==> config.mk <==
export PLATFORM = sky130hd
export DESIGN_NAME = display_digit_mux
export DESIGN_NICKNAME = d
export VERILOG_FILES = /design/src/rtl/display_digit_mux.sv
export SDC_FILE = /design/constraint.sdc
export NUM_CORES = 1
export LEC_CHECK = 0
export CAP_MARGIN = 10
export CORE_MARGIN = 5
export CORE_UTILIZATION = 35
export CTS_CLUSTER_SIZE = 20
export DETAILED_ROUTE_END_ITERATION = 7
export SYNTH_ARGS = -nofsm -noshare
export SYNTH_HDL_FRONTEND = slang
export SYNTH_SLANG_ARGS = --single-unit
==> constraint.sdc <==
create_clock -name clk -period 1.9 [get_ports clk]
set_clock_uncertainty 0.05 [all_clocks]
set_input_delay 0.38 -clock clk [delete_from_list [all_inputs] [get_ports clk]]
set_output_delay 0.38 -clock clk [all_outputs]
set_load 0.05 [all_outputs]
==> src/rtl/display_digit_mux.sv <==
// display_digit_mux
//   Time-multiplexes two 4-bit hex values onto one shared seven-segment
//   decoder for a dual-digit display. Each digit is preceded by a blanking
//   gap (all anodes off) so the previous value never ghosts onto the newly
//   enabled digit. Sequence: BLANK0 -> SHOW0 -> BLANK1 -> SHOW1 -> BLANK0 ...
//
// Ports
//   clk        : system clock, rising edge
//   reset      : synchronous, active-high; priority over en
//   en         : display enable; 0 holds the sequencer in BLANK0, all digits off
//   s0, s1     : hex values for digit 0 / digit 1
//   s_out      : value presented to the segment decoder (registered)
//   blank      : 1 = decoder segments must be forced off
//   an         : active-low digit enables, an[0] = digit 0, an[1] = digit 1
//   digit_sel  : index of the digit currently owned
//   frame_tick : one-cycle pulse on the first cycle of BLANK0 entered from SHOW1
module display_digit_mux #(
   parameter int unsigned DWELL_CYCLES = 24000,
   parameter int unsigned BLANK_CYCLES = 240,
   parameter int unsigned CNT_W        = 15
) (
   input  logic       clk,
   input  logic       reset,
   input  logic       en,
   input  logic [3:0] s0,
   input  logic [3:0] s1,
   output logic [3:0] s_out,
   output logic       blank,
   output logic [1:0] an,
   output logic       digit_sel,
   output logic       frame_tick
);

   typedef enum logic [1:0] {
      BLANK0 = 2'd0,
      SHOW0  = 2'd1,
      BLANK1 = 2'd2,
      SHOW1  = 2'd3
   } state_t;

   localparam logic [CNT_W-1:0] DWELL_LAST = CNT_W'(DWELL_CYCLES - 1);
   localparam logic [CNT_W-1:0] BLANK_LAST = CNT_W'(BLANK_CYCLES - 1);

   state_t           state_q, state_d;
   logic [CNT_W-1:0] cnt_q, cnt_d;
   logic [3:0]       s_out_d;
   logic             blank_d;
   logic [1:0]       an_d;
   logic             digit_sel_d;
   logic             frame_tick_d;
   logic             last;

   always_comb begin
      state_d      = state_q;
      cnt_d        = cnt_q + 1'b1;
      s_out_d      = s_out;
      frame_tick_d = 1'b0;
      last         = 1'b0;

      // s_out follows the digit's input only while that digit is blanked,
      // so the value seen during SHOW is the one loaded on the last BLANK edge.
      case (state_q)
         BLANK0: begin
            s_out_d = s0;
            last    = (cnt_q == BLANK_LAST);
            if (last) state_d = SHOW0;
         end
         SHOW0: begin
            last = (cnt_q == DWELL_LAST);
            if (last) state_d = BLANK1;
         end
         BLANK1: begin
            s_out_d = s1;
            last    = (cnt_q == BLANK_LAST);
            if (last) state_d = SHOW1;
         end
         SHOW1: begin
            last = (cnt_q == DWELL_LAST);
            if (last) begin
               state_d      = BLANK0;
               frame_tick_d = 1'b1;
            end
         end
         default: state_d = BLANK0;
      endcase

      if (last) cnt_d = '0;

      // Disable wins over a coincident terminal count and suppresses the tick.
      if (!en) begin
         state_d      = BLANK0;
         cnt_d        = '0;
         frame_tick_d = 1'b0;
         s_out_d      = s0;
      end

      // Outputs are decoded from the next state so they register in step
      // with the state they describe.
      blank_d     = 1'b1;
      an_d        = 2'b11;
      digit_sel_d = 1'b0;
      case (state_d)
         SHOW0: begin
            blank_d = 1'b0;
            an_d    = 2'b10;
         end
         BLANK1: begin
            digit_sel_d = 1'b1;
         end
         SHOW1: begin
            blank_d     = 1'b0;
            an_d        = 2'b01;
            digit_sel_d = 1'b1;
         end
         default: ;
      endcase
   end

   always_ff @(posedge clk) begin
      if (reset) begin
         state_q    <= BLANK0;
         cnt_q      <= '0;
         s_out      <= '0;
         blank      <= 1'b1;
         an         <= 2'b11;
         digit_sel  <= 1'b0;
         frame_tick <= 1'b0;
      end else begin
         state_q    <= state_d;
         cnt_q      <= cnt_d;
         s_out      <= s_out_d;
         blank      <= blank_d;
         an         <= an_d;
         digit_sel  <= digit_sel_d;
         frame_tick <= frame_tick_d;
      end
   end

endmodule

==> qor.yml <==
clocking:
  cts.reportedPaths.clkPinSlew_ns: 0.13
  htreeDepth: 1
  clockBufferDepth: 2
  root_buffer: "clkbuf_4"
  insertion_delay_ns: 0.31
  cts_buffers: 3
  postCtsSetupRepairBufs: 0
  cts_hold_buf: 0
  tritoncts: "done"
  clock-sinks: 26
yosys:
  syn_area_sq_mm: 0.00119
  yosys_most_used_dff: "dfxtp_1"
  ys_seq_elements: 26
  ys_seq_area_frac: 0.439
  yosysWarningCount: 0
  synth_top_area_cell: "dfxtp_1"
  synth_area_leaders: "dfxtp_1, xor2_1, nor2_2"
  synth-edff-count: 0
  netlist.area_leader.share: 0.439
  async_flop_share: 0
  syn_nets: 127
  yosysUniqueCellTypes: 31
  syn_avg_cell_area_sq_um: 10.3
  syn_inst: 115
setup_path:
  crit_type: "flop to flop"
  critPathTopFamily: "simple AND/OR/NAND/NOR gates"
  worstSetupEndpointType: "flop"
  critical_path.slowest_cell: "dfxtp_1"
  path_cells: "ha_1, and4_1, nand4_4, a211oi_2, nand2_1"
  critPathLaunchType: "flop"
  path_buf_inv: 0
  cp.depth: 5
  slowest_delay_ns: 0.41
  cp.required_ns: 2.06
  cp.arrival_ns: 1.84
  critPathMaxFanout: 5
  reg2regPathDepth: 5
power:
  p_leak_nw: 0.559
  pwr-share-comb: 0.083
  cellPowerDensity_mw_per_mm2: 612
  clockPowerShare: 0.300
  peakVddDrop_v: 0.000218
  seq_power_share: 0.616
  switchingPower_w: 0.000196
  switching_share: 0.217
  p_int_w: 0.000705
routing:
  drt-wirelength-per-cell_um: 12.3
  drt_pass1_iterations: 4
  wirelength_mm: 2.26
  vias_per_cell: 4.89
  remaining_drc_errors: 0
  drtAntennaViolNets: 0
  via_count: 899
  drt_iter0_markers: 52
timing:
  worst_slack_ns: 0.227
  drv_slew: 0
  rsz0062_at_grt: "false"
  slew_headroom: 0.659
  fin_crit_ns: 1.67
  fmax_mhz: 598
  setup_viol_count_final: 0
  setup_tns_ns: 0
  finalHoldViolCount: 0
  worstMarginPinSlew_ns: 0.511
  period_share: 0.881
global_route:
  grt_pass1_vias: 793
  antenna_found_initial: 0
  gr-usage-all-layers: 0.102
  grt_pass1_wl_mm: 3.60
  grt_overflow_total: 0
  grt_max_degree: 16
run:
  max-cap-violations: 0
finish:
  finish.utilization: 0.444
  final_common_cell: "dfxtp_1"
  layout_common_cells: "dfxtp_1, nor2_1"
  fillers: 331
  synthToLayoutAreaGrowth_pct: 24.1
  diodes: 0
  drive_gt1_frac: 0.203
  final_nets: 151
placed_design:
  gp_congestion: 0.741
  pre_cts_ws_ns: 0.181
  hpwlAfterDp_mm: 1.74
  port_buffers: 19
floorplan:
  die_area_sq_mm: 0.00465
  start_util: 0.358
  io_pins: 20
  core_area_sq_mm: 0.00331
  dieWidth_um: 68.2
  num_rows: 21
  fp.dieH_um: 68.2
min_path:
  hold_path_class: "flop to flop"
  min_path_cells: 1
status:
  outcome: "finished clean"
layer usage:
metal / vias up / share of wire / track usage
li1: 453 / - / -
met5: - / 0 / 0
met2: 26 / 0.47 / 0.173
met1: 418 / 0.44 / 0.128
met4: 0 / 0.0066 / 0.0372
met3: 2 / 0.077 / 0.0197
power by group through the flow:
stage          registers [W]   logic, W  clock network [W]
3_5_place_dp        0.000568  0.0000765                  0
4_1_cts             0.000556  0.0000762           0.000289
5_1_grt             0.000557  0.0000801           0.000309
6_report            0.000555  0.0000750           0.000271
3_3_place_gp        0.000567  0.0000748                  0
2_1_floorplan       0.000584  0.0000200                  0
per-stage QoR:
step | hold slack, ns | total power [W] | area (sq um) | instances
finish | 0.416 | 0.000901 | 1470 | 184
global route | 0.452 | 0.000946 | 1470 | 184
CTS | 0.417 | 0.000921 | 1460 | 184
detailed placement | 0.383 | 0.000644 | 1430 | 180
global placement | 0.375 | 0.000642 | 1430 | 180
floorplan | 0.348 | 0.000604 | 1190 | 115
layout make-up:
cell class | instances | area, sq um | share of cell area
Multi-Input combinational cell | 83 | 621 | 0.422
Timing Repair Buffer | 22 | 225 | 0.153
Tap cell | 46 | 57.6 | 0.0391
Inverter | 3 | 11.3 | 0.00765
Clock buffer | 4 | 36.3 | 0.0247
Sequential cell | 26 | 520 | 0.354
registers in the layout (all words and copies together) (netlist names):
signal      flops
an              2
blank           1
cnt_q          15
digit_sel       1
frame_tick      1
s_out           4
state_q         2
path summary, 6_finish.rpt:
| check | start | end | slack, ns |
|---|---|---|---|
| hold reg to reg | state_q[1] | an[1] | 0.42 |
| setup reg to reg | cnt_q[1] | an[1] | 0.23 |
| hold / removal | state_q[1] | an[1] | 0.42 |
| setup / recovery | cnt_q[1] | an[1] | 0.23 |
what timing repair did:
action / in CTS / in global routing
pin swaps: 0 / 0
gates resized for setup: 2 / 4
setup endpoints to repair: 2 / 4
logic make-up after synthesis:
kind of cell	Yosys count	share of synthesized area
AO/OA/AOI/OAI	6	0.0538
flip-flops	26	0.439
adder cells (fa/ha/maj)	1	0.0105
XOR/XNOR	14	0.103
buffers and inverters	6	0.0380
AND/OR/NAND/NOR	58	0.322
multiplexers	4	0.0338
synth_stat cells, drive strengths merged, types with 3 or more instances:
| master | count |
|---|---|
| xor2 | 10 |
| mux2i | 4 |
| nand4 | 5 |
| and4 | 3 |
| inv | 3 |
| nand3 | 10 |
| dfxtp | 26 |
| a211oi | 5 |
| nor2 | 22 |
| nand2 | 3 |
| and3 | 3 |
| buf | 3 |
| xnor2 | 4 |
Note: power is estimated with default switching activity, not from simulation.
==> patch 1 (same settings) <==
`CNT_W`: 15 -> 30.
--- a/src/rtl/display_digit_mux.sv
+++ b/src/rtl/display_digit_mux.sv
@@ -18,5 +18,5 @@
    parameter int unsigned DWELL_CYCLES = 24000,
    parameter int unsigned BLANK_CYCLES = 240,
-   parameter int unsigned CNT_W        = 15
+   parameter int unsigned CNT_W        = 30
 ) (
    input  logic       clk,
Check against the original RTL: no difference found for any inputs over 10 cycles, from zero or initial values and one cycle with reset high; that may be too few to reach the edited logic, so the function may still have changed.
==> patch 1 against the unedited design <==
  * The flow now finishes with violations (setup timing)
  * Sequential cell count grew 15
  * Routed wire length grew 130%
  * Worst hold slack gained 0.036 ns
  * Power grew 81%
  * First-iteration DRC count grew 110%
  * Final area grew 93%
  * Area after synthesis grew 69%
  * Core utilization grew 6.7 points
  * Synthesized cell count grew 95%
  * Setup slack lost 0.29 ns
  * Critical endpoint is now cnt_q[14]
==> patch 1: results (changes against the unedited design) <==
synth_common_cells: "dfxtp_1, a211oi_1, nor3_1"  # was dfxtp_1, nor2_1, nand3_1, nor2_2, xor2_1
crit_slowest_cell: "or4_4"  # was dfxtp_1
hold_start: "s_out[3]"  # was state_q[1]
synth_area_leaders: "dfxtp_1, a211oi_1, nor3_1"  # was dfxtp_1, xor2_1, nor2_2
top_regs: "cnt_q (30), s_out (4)"  # was cnt_q (15), s_out (4)
hold_end: "s_out[3]"  # was an[1]
drtIter0Drc: 108  # was 52
clk_pin_slew_ns: 0.08  # was 0.13 ns
leakage_nw: 0.9995  # was 0.5588 nW
outcome: "finished with violations"  # was complete, no violations
critPathMaxFanout: 5  # unchanged
clk_latency_ns: 0.29  # was 0.31 ns
hpwl_mm: 3.475  # was 1.745 mm
synth_nets: 236  # was 127
min_period_ns: 1.967  # was 1.673 ns
nNetsFinal: 298  # was 151
violations: "setup timing"
dr_total_vias: 1951  # was 899
drive_above_1_share_pct: 31.82  # was 20.29%
synth.distinct_cells: 38  # was 31
max_slew.worst_pin.slew_ns: 0.4899  # was 0.5105 ns
ys_seq_area_share_pct: 40.85  # was 43.88%
place.gp.congestion: 0.8066  # was 0.7412
place_ws_ns: -0.09529  # was 0.1807 ns
wl_per_cell_um: 14.80  # was 12.29 um
grt_use_total_pct: 15.16  # was 10.22%
ir_worst_vdd_uv: 248.8  # was 217.9 uV
clockRootBuffer: "clkbuf_8"  # was clkbuf_4
cts_buffers: 5  # was 3
cts_max_level: 2  # was 1
ys.warnings.count: 0  # unchanged
cts_setup_buffers: 5  # was 0
crit_end: "cnt_q[14]"  # was an[1]
grt_max_degree: 32  # was 16
grt_first_pass_wirelength_mm: 9.018  # was 3.601 mm
grt_pass1_vias: 1899  # was 793
final-setup-viol-count: 14  # was 0
worstHoldPathCells: 2  # was 1
postCtsResizedCells: 8  # was 2
ff2ff_path_depth: 6  # was 5
min_path_type: "reg -> reg"  # unchanged
r2r_start: "cnt_q[0]"  # was cnt_q[1]
max_stage_delay_ns: 0.56  # was 0.41 ns
setup_ws_ns: -0.06677  # was 0.2267 ns
patch 1: per-layer routing:
layer  routed length [um]  global-route usage, %  vias to the layer above
li1                     -                      -                      997
met5                    0                      0                        -
met4                   69                  5.324                        0
met2                 2523                  24.86                       29
met1                 2548                  19.87                      918
met3                  156                  2.882                        7
patch 1: power by group:
part	internal, mW	total, mW	switching (mW)
clock	0.382	0.681	0.299
combinational	0.0364	0.0768	0.0404
sequential	0.865	0.869	0.00406
total	1.28	1.63	0.343
patch 1: kinds of logic (layout without fill, tap and decap cells):
family          after synthesis  in the layout  share of synthesized area, %
buf+inv                      16             77                         3.798
simple gates                108            109                         32.26
xor+xnor                     11             11                         4.794
fa+ha+maj                     1              1                        0.6226
flops                        41             41                         40.85
mux                           4              4                         1.993
compound gates               43             43                         15.69
patch 1: critical path, delay by kind of cell (launching register included):
family,cells,cell delay [ns]
adder cells (fa/ha/maj),1,0.15
buffers and inverters,1,0.15
AO/OA/AOI/OAI,1,0.20
flip-flops,1,0.36
AND/OR/NAND/NOR,3,0.98
patch 1: through the flow:
stage               std cells    TNS [ns]  power [mW]  area [um^2]  hold WS, ns
CTS                       356     -0.4444       1.643         2770       0.4441
floorplan                 224  -0.0005574      0.9254         2034       0.3738
finish                    358     -0.2936       1.627         2835       0.4520
global route              358      -2.128       1.687         2835       0.4705
global placement          342     -0.2207      0.9663         2562       0.4222
detailed placement        342     -0.4922      0.9668         2562       0.4373
patch 1: area by class of cell:
type	count	area (um^2)
Clock buffer	5	68.82
Clock inverter	2	35.03
Fill cell	512	2705
Inverter	3	11.26
Multi-Input combinational cell	168	1190
Sequential cell	41	833.3
Tap cell	72	90.09
Timing Repair Buffer	67	606.8
==> patch 2 (same settings) <==
Without the edit above. Encoding of `state_t`: now Gray code (2 bits for 4 states).
--- a/src/rtl/display_digit_mux.sv
+++ b/src/rtl/display_digit_mux.sv
@@ -33,8 +33,8 @@
 
    typedef enum logic [1:0] {
-      BLANK0 = 2'd0,
-      SHOW0  = 2'd1,
-      BLANK1 = 2'd2,
-      SHOW1  = 2'd3
+      BLANK0 = 2'b00,
+      SHOW0  = 2'b01,
+      BLANK1 = 2'b11,
+      SHOW1  = 2'b10
    } state_t;
 
Formal check against the unedited RTL: same outputs for any inputs over 10 cycles, from zero or initial values and one cycle with reset high; not proved beyond that.
==> patch 2 against the unedited design <==
  * The run now ends with setup timing left
  * Maximum frequency decreased by 19%
  * Core utilization is 8.1 points higher
  * Area after synthesis increased by 4.2%
  * Sequential cell count did not move
  * Setup slack got worse by 0.39 ns
  * Routed wire length increased by 33%
  * Final area increased by 21%
  * Combinational power up 3%
  * Power grew 13%
  * Worst hold slack improved by 0.047 ns
  * Critical path type unchanged
  * Critical endpoint is now blank
  * Highest routed layer unchanged
==> patch 2: results (changes against the unedited design) <==
place.gp.congestion: 0.9082  # was 0.7412
ir_worst_vdd_uv: 278.6  # was 217.9 uV
grt_first_pass_wirelength_mm: 5.050  # was 3.601 mm
r2r_start: "cnt_q[13]"  # was cnt_q[1]
drive_above_1_share_pct: 28.49  # was 20.29%
power.net_switching_mw: 0.2113  # was 0.1959 mW
ff2ff_path_depth: 6  # was 5
outcome: "finished with violations"  # was complete, no violations
grt_use_total_pct: 12.55  # was 10.22%
viasPerCell: 5.052  # was 4.886
synth_nets: 158  # was 127
hold_start: "s_out[0]"  # was state_q[1]
leakage_nw: 0.7448  # was 0.5588 nW
worstHoldPathCells: 2  # was 1
drtIter0Drc: 50  # was 52
hold_end: "s_out[0]"  # was an[1]
ys_async_sr_fraction_pct: 0  # unchanged
num-fill-cells: 316  # was 331
violations: "setup timing"
critPathMaxFanout: 3  # was 5
synth.distinct_cells: 36  # was 31
placed_cell_area_um2: 1692  # was 1428 um^2
final-setup-viol-count: 1  # was 0
hpwl_mm: 2.330  # was 1.745 mm
rr_endpoint: "blank"  # was an[1]
grt_pass1_vias: 1159  # was 793
clk_pin_slew_ns: 0.15  # was 0.13 ns
slew_headroom_pct: 66.54  # was 65.91%
place_ws_ns: -0.1213  # was 0.1807 ns
setup_ws_ns: -0.1625  # was 0.2267 ns
nNetsFinal: 204  # was 151
syn_to_final_growth_pct: 44.03  # was 24.05%
synth_area_leaders: "dfxtp_1, ha_1, nor2_1"  # was dfxtp_1, xor2_1, nor2_2
-- patch 2: cell types whose count changed in the layout (fill, tap and decap cells not counted), moves of 5 or more --
cell,delta
buf_4,+27
dfxtp_1,-5
dfxtp_2,+5
nand2_1,+10
nor2_1,+5
nor2_2,-10
xor2_1,-5
-- patch 2: worst max path at each step --
stage / end / startpoint
4_1_cts: blank / cnt_q[13]
5_1_grt: blank / cnt_q[5]
6_report: blank / cnt_q[13]
3_3_place_gp: blank / cnt_q[13]
2_1_floorplan: blank / cnt_q[13]
3_5_place_dp: blank / cnt_q[13]
-- patch 2: repair_timing --
| item | CTS | global route |
|---|---|---|
| hold buffers | 0 | 0 |
| resized for setup | 0 | 7 |
| endpoints found under the setup margin | 1 | 21 |
| setup buffers | 0 | 2 |
| pin swaps | 0 | 3 |
-- patch 2: routing by layer --
| metal | part of all wire [%] | GRT usage [%] | routed length [um] | vias up |
|---|---|---|---|---|
| li1 | - | - | - | 599 |
| met1 | 47 | 15.36 | 1409 | 557 |
| met5 | 0 | 0 | 0 | - |
| met4 | 1.2 | 4.555 | 35 | 0 |
| met2 | 50 | 22.14 | 1499 | 14 |
| met3 | 2.4 | 1.739 | 71 | 2 |
-- patch 2: power groups by stage --
stage	clock network [mW]	logic [mW]	registers, mW
2_1_floorplan	0	0.0175	0.584
3_3_place_gp	0	0.0748	0.567
3_5_place_dp	0	0.0780	0.568
4_1_cts	0.391	0.0780	0.556
5_1_grt	0.415	0.0821	0.557
6_report	0.383	0.0769	0.556
-- patch 2: per-stage QoR --
| step | instances | hold WS (ns) | TNS [ns] |
|---|---|---|---|
| global route | 232 | 0.4887 | -0.3498 |
| floorplan | 141 | 0.3564 | -0.08362 |
| finish | 232 | 0.4625 | -0.1625 |
| detailed placement | 226 | 0.4454 | -0.1213 |
| CTS | 230 | 0.4651 | -0.1482 |
| global placement | 226 | 0.4384 | -0.09121 |
-- patch 2: logic make-up (layout without fill, tap and decap cells) --
family          count (synthesis)  in the layout  share of synthesized area (%)
simple gates                   70             70                          29.35
buf+inv                        10             55                          3.643
xor+xnor                        9              9                          6.376
fa+ha+maj                       6              6                          6.073
mux                             1              1                         0.8097
flops                          26             26                          42.11
compound gates                 19             19                          11.64
-- patch 2: layout make-up --
class / instances / area share [%]
clock buffer: 3 / 1.265
inverter: 5 / 1.054
timing repair buffer: 46 / 22.35
tap: 46 / 3.233
multi-input combinational: 105 / 40.83
clock inverter: 1 / 1.687
sequential: 26 / 29.59
-- patch 2: worst max-delay path: stages, from the launching register on --
cell,delay (ns)
dfxtp_2,0.36
or4b_4,0.58
nor4_4,0.18
a2bb2oi_2,0.19
nand3_1,0.10
ha_1,0.29
or2_4,0.22
